### config.mk
export PLATFORM = sky130hd
export DESIGN_NAME = segment_write_arbiter_flat
export DESIGN_NICKNAME = d
export VERILOG_FILES = /design/src/rtl/seg_pkg.sv /design/src/rtl/segment_write_arbiter_if.sv /design/src/rtl/seg_pending_counter.sv /design/src/rtl/segment_write_arbiter.sv /design/src/flat_wrapper.sv
export SDC_FILE = /design/constraint.sdc
export NUM_CORES = 1
export LEC_CHECK = 0
export CAP_MARGIN = 0
export CORE_MARGIN = 2
export CORE_UTILIZATION = 40
export CTS_CLUSTER_DIAMETER = 200
export DETAILED_ROUTE_END_ITERATION = 6
export PLACE_DENSITY = 0.82
export SYNTH_ARGS = -nofsm -noshare
export SYNTH_HDL_FRONTEND = slang
export SYNTH_HIERARCHICAL = 1
export SYNTH_SLANG_ARGS = --single-unit
### constraint.sdc
create_clock -name clk -period 2.9 [get_ports clk]
set_input_delay 0.435 -clock clk [delete_from_list [all_inputs] [get_ports clk]]
set_output_delay 0.435 -clock clk [all_outputs]
set_load 0.005 [all_outputs]
### src/rtl/seg_pkg.sv
// Shared segment-register definitions: select encoding, requester indices and
// the round-robin pointer type used by the segment write arbiter.
package seg_pkg;

    localparam int SEG_NUM = 6;

    typedef logic [2:0]  seg_sel_t;
    typedef logic [15:0] seg_data_t;

    localparam seg_sel_t SEG_ES = 3'd0;
    localparam seg_sel_t SEG_CS = 3'd1;
    localparam seg_sel_t SEG_SS = 3'd2;
    localparam seg_sel_t SEG_DS = 3'd3;
    localparam seg_sel_t SEG_FS = 3'd4;
    localparam seg_sel_t SEG_GS = 3'd5;

    localparam int REQ_WB  = 0;
    localparam int REQ_FAR = 1;
    localparam int REQ_EXC = 2;

    // Round-robin position over the two rotating requesters (writeback, far).
    typedef enum logic {
        RR_WB  = 1'b0,
        RR_FAR = 1'b1
    } rr_ptr_e;

    function automatic logic seg_legal(input seg_sel_t sel);
        return sel < 3'(SEG_NUM);
    endfunction

endpackage

### src/rtl/segment_write_arbiter_if.sv
// Request, reservation and register-file write-port bundle of the segment
// write arbiter; the slave modport is the arbiter side.
interface segment_write_arbiter_if
    import seg_pkg::*;
#(
    parameter int NREQ = 3
);

    logic      [NREQ-1:0]    req_valid;
    seg_sel_t  [NREQ-1:0]    req_sel;
    seg_data_t [NREQ-1:0]    req_data;
    logic      [NREQ-1:0]    req_ready;

    logic                    rsv_valid;
    seg_sel_t                rsv_sel;
    logic                    rsv_ready;

    logic                    flush;

    seg_sel_t                write_select;
    seg_data_t               write_data;
    logic                    write_enable;

    logic      [SEG_NUM-1:0] seg_busy;
    logic                    sel_err;

    modport master (
        output req_valid, req_sel, req_data, rsv_valid, rsv_sel, flush,
        input  req_ready, rsv_ready, write_select, write_data, write_enable,
               seg_busy, sel_err
    );

    modport slave (
        input  req_valid, req_sel, req_data, rsv_valid, rsv_sel, flush,
        output req_ready, rsv_ready, write_select, write_data, write_enable,
               seg_busy, sel_err
    );

endinterface

### src/rtl/seg_pending_counter.sv
// Saturating up/down count of writes still in flight to one segment, with a
// registered nonzero flag taken after the update.
module seg_pending_counter #(
    parameter int CNT_W = 2
) (
    input  logic             clk,
    input  logic             reset,
    input  logic             inc,
    input  logic             dec,
    input  logic             clear,
    output logic [CNT_W-1:0] count,
    output logic             busy
);

    logic [CNT_W-1:0] count_next;

    // Simultaneous inc and dec cancel; clear wins over both.
    always_comb begin
        count_next = count;
        if (clear) begin
            count_next = '0;
        end else if (inc && !dec) begin
            if (count != '1) begin
                count_next = count + CNT_W'(1);
            end
        end else if (dec && !inc) begin
            if (count != '0) begin
                count_next = count - CNT_W'(1);
            end
        end
    end

    always_ff @(posedge clk) begin
        if (reset) begin
            count <= '0;
            busy  <= 1'b0;
        end else begin
            count <= count_next;
            busy  <= (count_next != '0);
        end
    end

endmodule

### src/rtl/segment_write_arbiter.sv
// Shares the segment register file write port among writeback, far transfer
// and exception requesters, and tracks pending writes per segment for decode.
module segment_write_arbiter
    import seg_pkg::*;
#(
    parameter int NREQ  = 3,
    parameter int CNT_W = 2
) (
    input  logic                    clk,
    input  logic                    reset,
    segment_write_arbiter_if.slave  bus
);

    rr_ptr_e          rr_ptr;
    logic [NREQ-1:0]  eligible;
    logic [NREQ-1:0]  grant;
    logic             grant_any;
    seg_sel_t         gnt_sel;
    seg_data_t        gnt_data;
    logic             gnt_legal;

    logic             wb_dec;
    logic             dec_same;
    logic             rsv_full;
    logic             rsv_ok;
    logic             rsv_take;

    logic [CNT_W-1:0] cnt [SEG_NUM];
    logic [SEG_NUM-1:0] busy;

    // Exception preempts the rotation; flush only squashes writeback.
    always_comb begin
        eligible          = bus.req_valid;
        eligible[REQ_WB]  = bus.req_valid[REQ_WB] && !bus.flush;
        grant             = '0;
        if (!reset) begin
            if (eligible[REQ_EXC]) begin
                grant[REQ_EXC] = 1'b1;
            end else if (rr_ptr == RR_WB) begin
                if (eligible[REQ_WB]) begin
                    grant[REQ_WB] = 1'b1;
                end else if (eligible[REQ_FAR]) begin
                    grant[REQ_FAR] = 1'b1;
                end
            end else begin
                if (eligible[REQ_FAR]) begin
                    grant[REQ_FAR] = 1'b1;
                end else if (eligible[REQ_WB]) begin
                    grant[REQ_WB] = 1'b1;
                end
            end
        end
    end

    always_comb begin
        gnt_sel  = '0;
        gnt_data = '0;
        for (int i = 0; i < NREQ; i++) begin
            if (grant[i]) begin
                gnt_sel  = bus.req_sel[i];
                gnt_data = bus.req_data[i];
            end
        end
    end

    assign grant_any     = |grant;
    assign gnt_legal     = seg_legal(gnt_sel);
    assign bus.req_ready = grant;

    assign wb_dec   = grant[REQ_WB] && seg_legal(bus.req_sel[REQ_WB]);
    assign dec_same = wb_dec && (bus.req_sel[REQ_WB] == bus.rsv_sel);

    always_comb begin
        rsv_full = 1'b0;
        for (int n = 0; n < SEG_NUM; n++) begin
            if (bus.rsv_sel == 3'(n)) begin
                rsv_full = (cnt[n] == '1);
            end
        end
    end

    // A full segment can still accept a reservation when it drains this cycle.
    assign rsv_ok        = !reset && !bus.flush && seg_legal(bus.rsv_sel) &&
                           (!rsv_full || dec_same);
    assign bus.rsv_ready = rsv_ok;
    assign rsv_take      = bus.rsv_valid && rsv_ok;

    for (genvar n = 0; n < SEG_NUM; n++) begin : g_cnt
        seg_pending_counter #(
            .CNT_W (CNT_W)
        ) u_cnt (
            .clk   (clk),
            .reset (reset),
            .inc   (rsv_take && (bus.rsv_sel == 3'(n))),
            .dec   (wb_dec && (bus.req_sel[REQ_WB] == 3'(n))),
            .clear (bus.flush),
            .count (cnt[n]),
            .busy  (busy[n])
        );
    end

    assign bus.seg_busy = busy;

    always_ff @(posedge clk) begin
        if (reset) begin
            rr_ptr <= RR_WB;
        end else if (grant[REQ_WB]) begin
            rr_ptr <= RR_FAR;
        end else if (grant[REQ_FAR]) begin
            rr_ptr <= RR_WB;
        end
    end

    // Illegal selects are consumed but only raise sel_err, never a write.
    always_ff @(posedge clk) begin
        if (reset) begin
            bus.write_enable <= 1'b0;
            bus.write_select <= '0;
            bus.write_data   <= '0;
            bus.sel_err      <= 1'b0;
        end else begin
            bus.write_enable <= grant_any && gnt_legal;
            bus.sel_err      <= grant_any && !gnt_legal;
            if (grant_any && gnt_legal) begin
                bus.write_select <= gnt_sel;
                bus.write_data   <= gnt_data;
            end
        end
    end

endmodule

### src/flat_wrapper.sv
// flat-port wrapper written by rule: the top's interface ports become plain ports
module segment_write_arbiter_flat import seg_pkg::*;
#(
    parameter int NREQ  = 3,
    parameter int CNT_W = 2
)
  (clk, reset, bus_req_valid, bus_req_sel, bus_req_data, bus_rsv_valid, bus_rsv_sel, bus_flush, bus_req_ready, bus_rsv_ready, bus_write_select, bus_write_data, bus_write_enable, bus_seg_busy, bus_sel_err);
  segment_write_arbiter_if #(.NREQ(NREQ)) bus_i ();
  input  logic clk;
  input  logic reset;
  input wire logic [$bits(bus_i.req_valid)-1:0] bus_req_valid;
  input wire logic [$bits(bus_i.req_sel)-1:0] bus_req_sel;
  input wire logic [$bits(bus_i.req_data)-1:0] bus_req_data;
  input wire logic [$bits(bus_i.rsv_valid)-1:0] bus_rsv_valid;
  input wire logic [$bits(bus_i.rsv_sel)-1:0] bus_rsv_sel;
  input wire logic [$bits(bus_i.flush)-1:0] bus_flush;
  output wire logic [$bits(bus_i.req_ready)-1:0] bus_req_ready;
  output wire logic [$bits(bus_i.rsv_ready)-1:0] bus_rsv_ready;
  output wire logic [$bits(bus_i.write_select)-1:0] bus_write_select;
  output wire logic [$bits(bus_i.write_data)-1:0] bus_write_data;
  output wire logic [$bits(bus_i.write_enable)-1:0] bus_write_enable;
  output wire logic [$bits(bus_i.seg_busy)-1:0] bus_seg_busy;
  output wire logic [$bits(bus_i.sel_err)-1:0] bus_sel_err;
  assign bus_i.req_valid = bus_req_valid;
  assign bus_i.req_sel = bus_req_sel;
  assign bus_i.req_data = bus_req_data;
  assign bus_i.rsv_valid = bus_rsv_valid;
  assign bus_i.rsv_sel = bus_rsv_sel;
  assign bus_i.flush = bus_flush;
  assign bus_req_ready = bus_i.req_ready;
  assign bus_rsv_ready = bus_i.rsv_ready;
  assign bus_write_select = bus_i.write_select;
  assign bus_write_data = bus_i.write_data;
  assign bus_write_enable = bus_i.write_enable;
  assign bus_seg_busy = bus_i.seg_busy;
  assign bus_sel_err = bus_i.sel_err;
  segment_write_arbiter #(.NREQ(NREQ), .CNT_W(CNT_W)) u_core (.clk(clk), .reset(reset), .bus(bus_i));
endmodule
==> results.toml, run 1 <==
[placed_design]
placed_cells = 441
portBuffers = 97
gp_congestion = 0.814
hpwl_um = 5330
placed_area_um2 = 3540

[logic_synthesis]
synth_cell_types = 48
yosys_warnings = 6
netlist_area_um2 = 2370
synth_top_area_share = 0.338
ys_top_cells_by_area = "dfxtp_1, a222oi_1, nand4b_1"
synth_ff_type = "dfxtp_1"
syn_avg_cell_area_um2 = 9.07
syn_nets = 328
ys_ff_latch = 40
syn_inst = 261
post-synth-top-area-cell = "dfxtp_1"
synth-edff-count = 0
yosysSeqAreaShare = 0.338
ys_async_sr_fraction = 0

[finish]
multi_input_area_um2 = 1430
nets = 440
num-fill-cells = 532
syn_to_final_growth_pct = 54.2
sequential_cell_area_um2 = 801
finalNonFillerCells = 449
final_cell_area_um2 = 3650
drive_gt1_frac = 0.187
fin_util = 0.628
antenna_cells = 0

[cts]
clkLatencyLatePin_ns = 0.29
ctsResizeCount = 0
clk_pin_slew_worst_paths_ns = 0.08
postCtsSetupRepairBufs = 0
numCtsBuffers = 5
cts_sinks = 40
clockBufferDepth = 2
clock-root-buffer = "clkbuf_8"
htreeDepth = 2
cts_tree = "done"
postCtsHoldBufs = 0

[timing]
hold_violations = 0
tightest_slew_ns = 0.477
skew_ns = 0.00214
min_period_ns = 2.67
rsz0062_at_grt = "false"
setup_viol = 0
fin_tns_setup_ns = 0
fmax_mhz = 374
finalCritPeriodShare = 0.922
slew_violations = 0
maxSlewHeadroom = 0.678

[run]
cap_violations = 0

[global_routing]
grt_max_degree = 32
antenna_found_initial = 0
overflow = 0
grt_pass1_vias = 2354
grt_pass1_wl_um = 10800
grtUsageTotal = 0.208

[worst_setup_path]
cp_max_fo = 23
crit_arrival_ns = 2.24
r2r-start = "u_core/g_cnt[2].u_cnt/count[0]"
timing_worst_setup_path_type = "in2out"
worst_setup_path_end_kind = "output pin"
start_kind = "input port"
required_ns = 2.47
r2r_slack_ns = 0.92
timing.rr.end = "u_core/g_cnt[1].u_cnt/busy"
ff2ff_path_depth = 9

[detailed_routing]
vias = 2533
first_pass_iters = 5
drc = 0
finalWirelength_um = 6940
wl_per_cell_um = 15.5
antenna_left = 0
viasPerCell = 5.64
drt_iter0_drc = 170

[floorplanning]
io_pins = 98
die_x_um = 80.9
start_util = 0.407
die_area_um2 = 6550
coreArea_um2 = 5820
die_y_um = 80.9
rows = 28

[outcome]
status = "finished clean"

[worst_hold_path]
min_from = "u_core/bus.write_data[14]"
min_path_cells = 2
whs_endpoint = "u_core/bus.write_data[14]"
min_path_type = "reg2reg"

[pwr]
pwr_density_cell_nw_per_um2 = 362
leakagePower_nw = 1.28
ir_drop_mv = 0.343
finalPower_mw = 1.32
==> cell usage after synthesis, types with 8 or more instances <==
library cell	n
a21boi_0	12
a222oi_1	17
and2b_2	12
clkbuf_1	10
dfxtp_1	40
inv_2	8
nand4b_1	18
nor2_1	13
o21ai_0	24
o21ai_2	8
==> worst max path at each step <==
stage | slack (ns) | cells after the start | from | to
6_report | 0.23 | 6 | bus_req_valid[2] | bus_req_ready[0]
5_1_grt | 0.09 | 8 | bus_rsv_sel[2] | bus_rsv_ready
4_1_cts | 0.22 | 7 | bus_rsv_sel[2] | bus_rsv_ready
3_5_place_dp | 0.18 | 12 | bus_req_valid[2] | u_core/g_cnt[2].u_cnt/count[0]
3_3_place_gp | 0.21 | 12 | bus_req_valid[2] | u_core/g_cnt[2].u_cnt/count[0]
2_1_floorplan | 0.56 | 9 | bus_req_sel[2] | u_core/g_cnt[1].u_cnt/count[0]
==> cells in the final DEF, fill, tap and decap left out, types with 2 or more instances in the layout <==
master and instances:
clkdlybuf4s50_1 97, dfxtp_1 40, buf_4 24, o21ai_0 24, nand4b_1 18, a222oi_1 17, nor2_1 13, and2b_2 12
a21boi_0 12, inv_2 8, o21ai_2 8, nand2_1 7, xnor2_1 7, o21ai_1 7, nand2b_1 6, maj3_2 6
o21a_1 6, nor3b_1 6, mux2i_1 6, clkbuf_8 5, inv_1 4, nand3_1 4, nor3_1 4, a21oi_1 4
nor4_1 3, and2_1 2
==> cells by family after synthesis <==
kind of cell,synth area share
flip-flops,0.338
XOR/XNOR,0.0296
multiplexers,0.0254
adder cells (fa/ha/maj),0.0285
AO/OA/AOI/OAI,0.281
AND/OR/NAND/NOR,0.239
buffers and inverters,0.0581
==> critical path, stage by stage <==
cell	delay, ns
clkdlybuf4s50_1	0.46
nor4b_2	0.32
nand2_1	0.12
inv_2	0.07
buf_4	0.27
clkdlybuf4s50_1	0.55
==> power by group <==
group / leakage, nW / internal [mW] / switching [mW] / total (mW)
Sequential: 0.325 / 0.570 / 0.0120 / 0.582
Clock: 0.0541 / 0.255 / 0.199 / 0.453
Combinational: 0.904 / 0.177 / 0.111 / 0.288
==> sequential cells by signal (all words and copies together) (netlist names) <==
signal and cells:
u_core/bus.write_enable 1, u_core/rr_ptr 1, u_core/g_cnt.u_cnt/count 12, u_core/bus.sel_err 1, u_core/bus.write_data 16, u_core/g_cnt.u_cnt/busy 6, u_core/bus.write_select 3
==> final cells by class <==
class                           count  area share
Tap cell                           75      0.0257
Timing Repair Buffer              122       0.321
Inverter                           12      0.0123
Sequential cell                    40       0.219
Clock inverter                      3      0.0117
Multi-Input combinational cell    192       0.391
Clock buffer                        5      0.0188
==> stage by stage <==
stage          setup WS [ns]  hold slack, ns
6_report               0.227           0.504
4_1_cts                0.221           0.503
2_1_floorplan          0.563           0.463
5_1_grt               0.0873           0.528
3_3_place_gp           0.211           0.477
3_5_place_dp           0.180           0.491
==> metal layers <==
| metal | track usage | part of all wire |
|---|---|---|
| met2 | 0.356 | 0.47 |
| met4 | 0.0627 | 0.015 |
| met1 | 0.266 | 0.43 |
| met3 | 0.0367 | 0.078 |
| met5 | 0 | 0 |
Power figures use the tool's default switching activity.
==> inputs of run 2 (changes only) <==
--- a/config.mk
+++ b/config.mk
@@ -10,6 +10,7 @@
 export CORE_UTILIZATION = 40
 export CTS_CLUSTER_DIAMETER = 200
 export DETAILED_ROUTE_END_ITERATION = 6
+export HOLD_SLACK_MARGIN = 0.15
 export PLACE_DENSITY = 0.82
 export SYNTH_ARGS = -nofsm -noshare
 export SYNTH_HDL_FRONTEND = slang
==> results of run 2 <==
No change in the layout: final DEF, timing and power equal those of run 1.
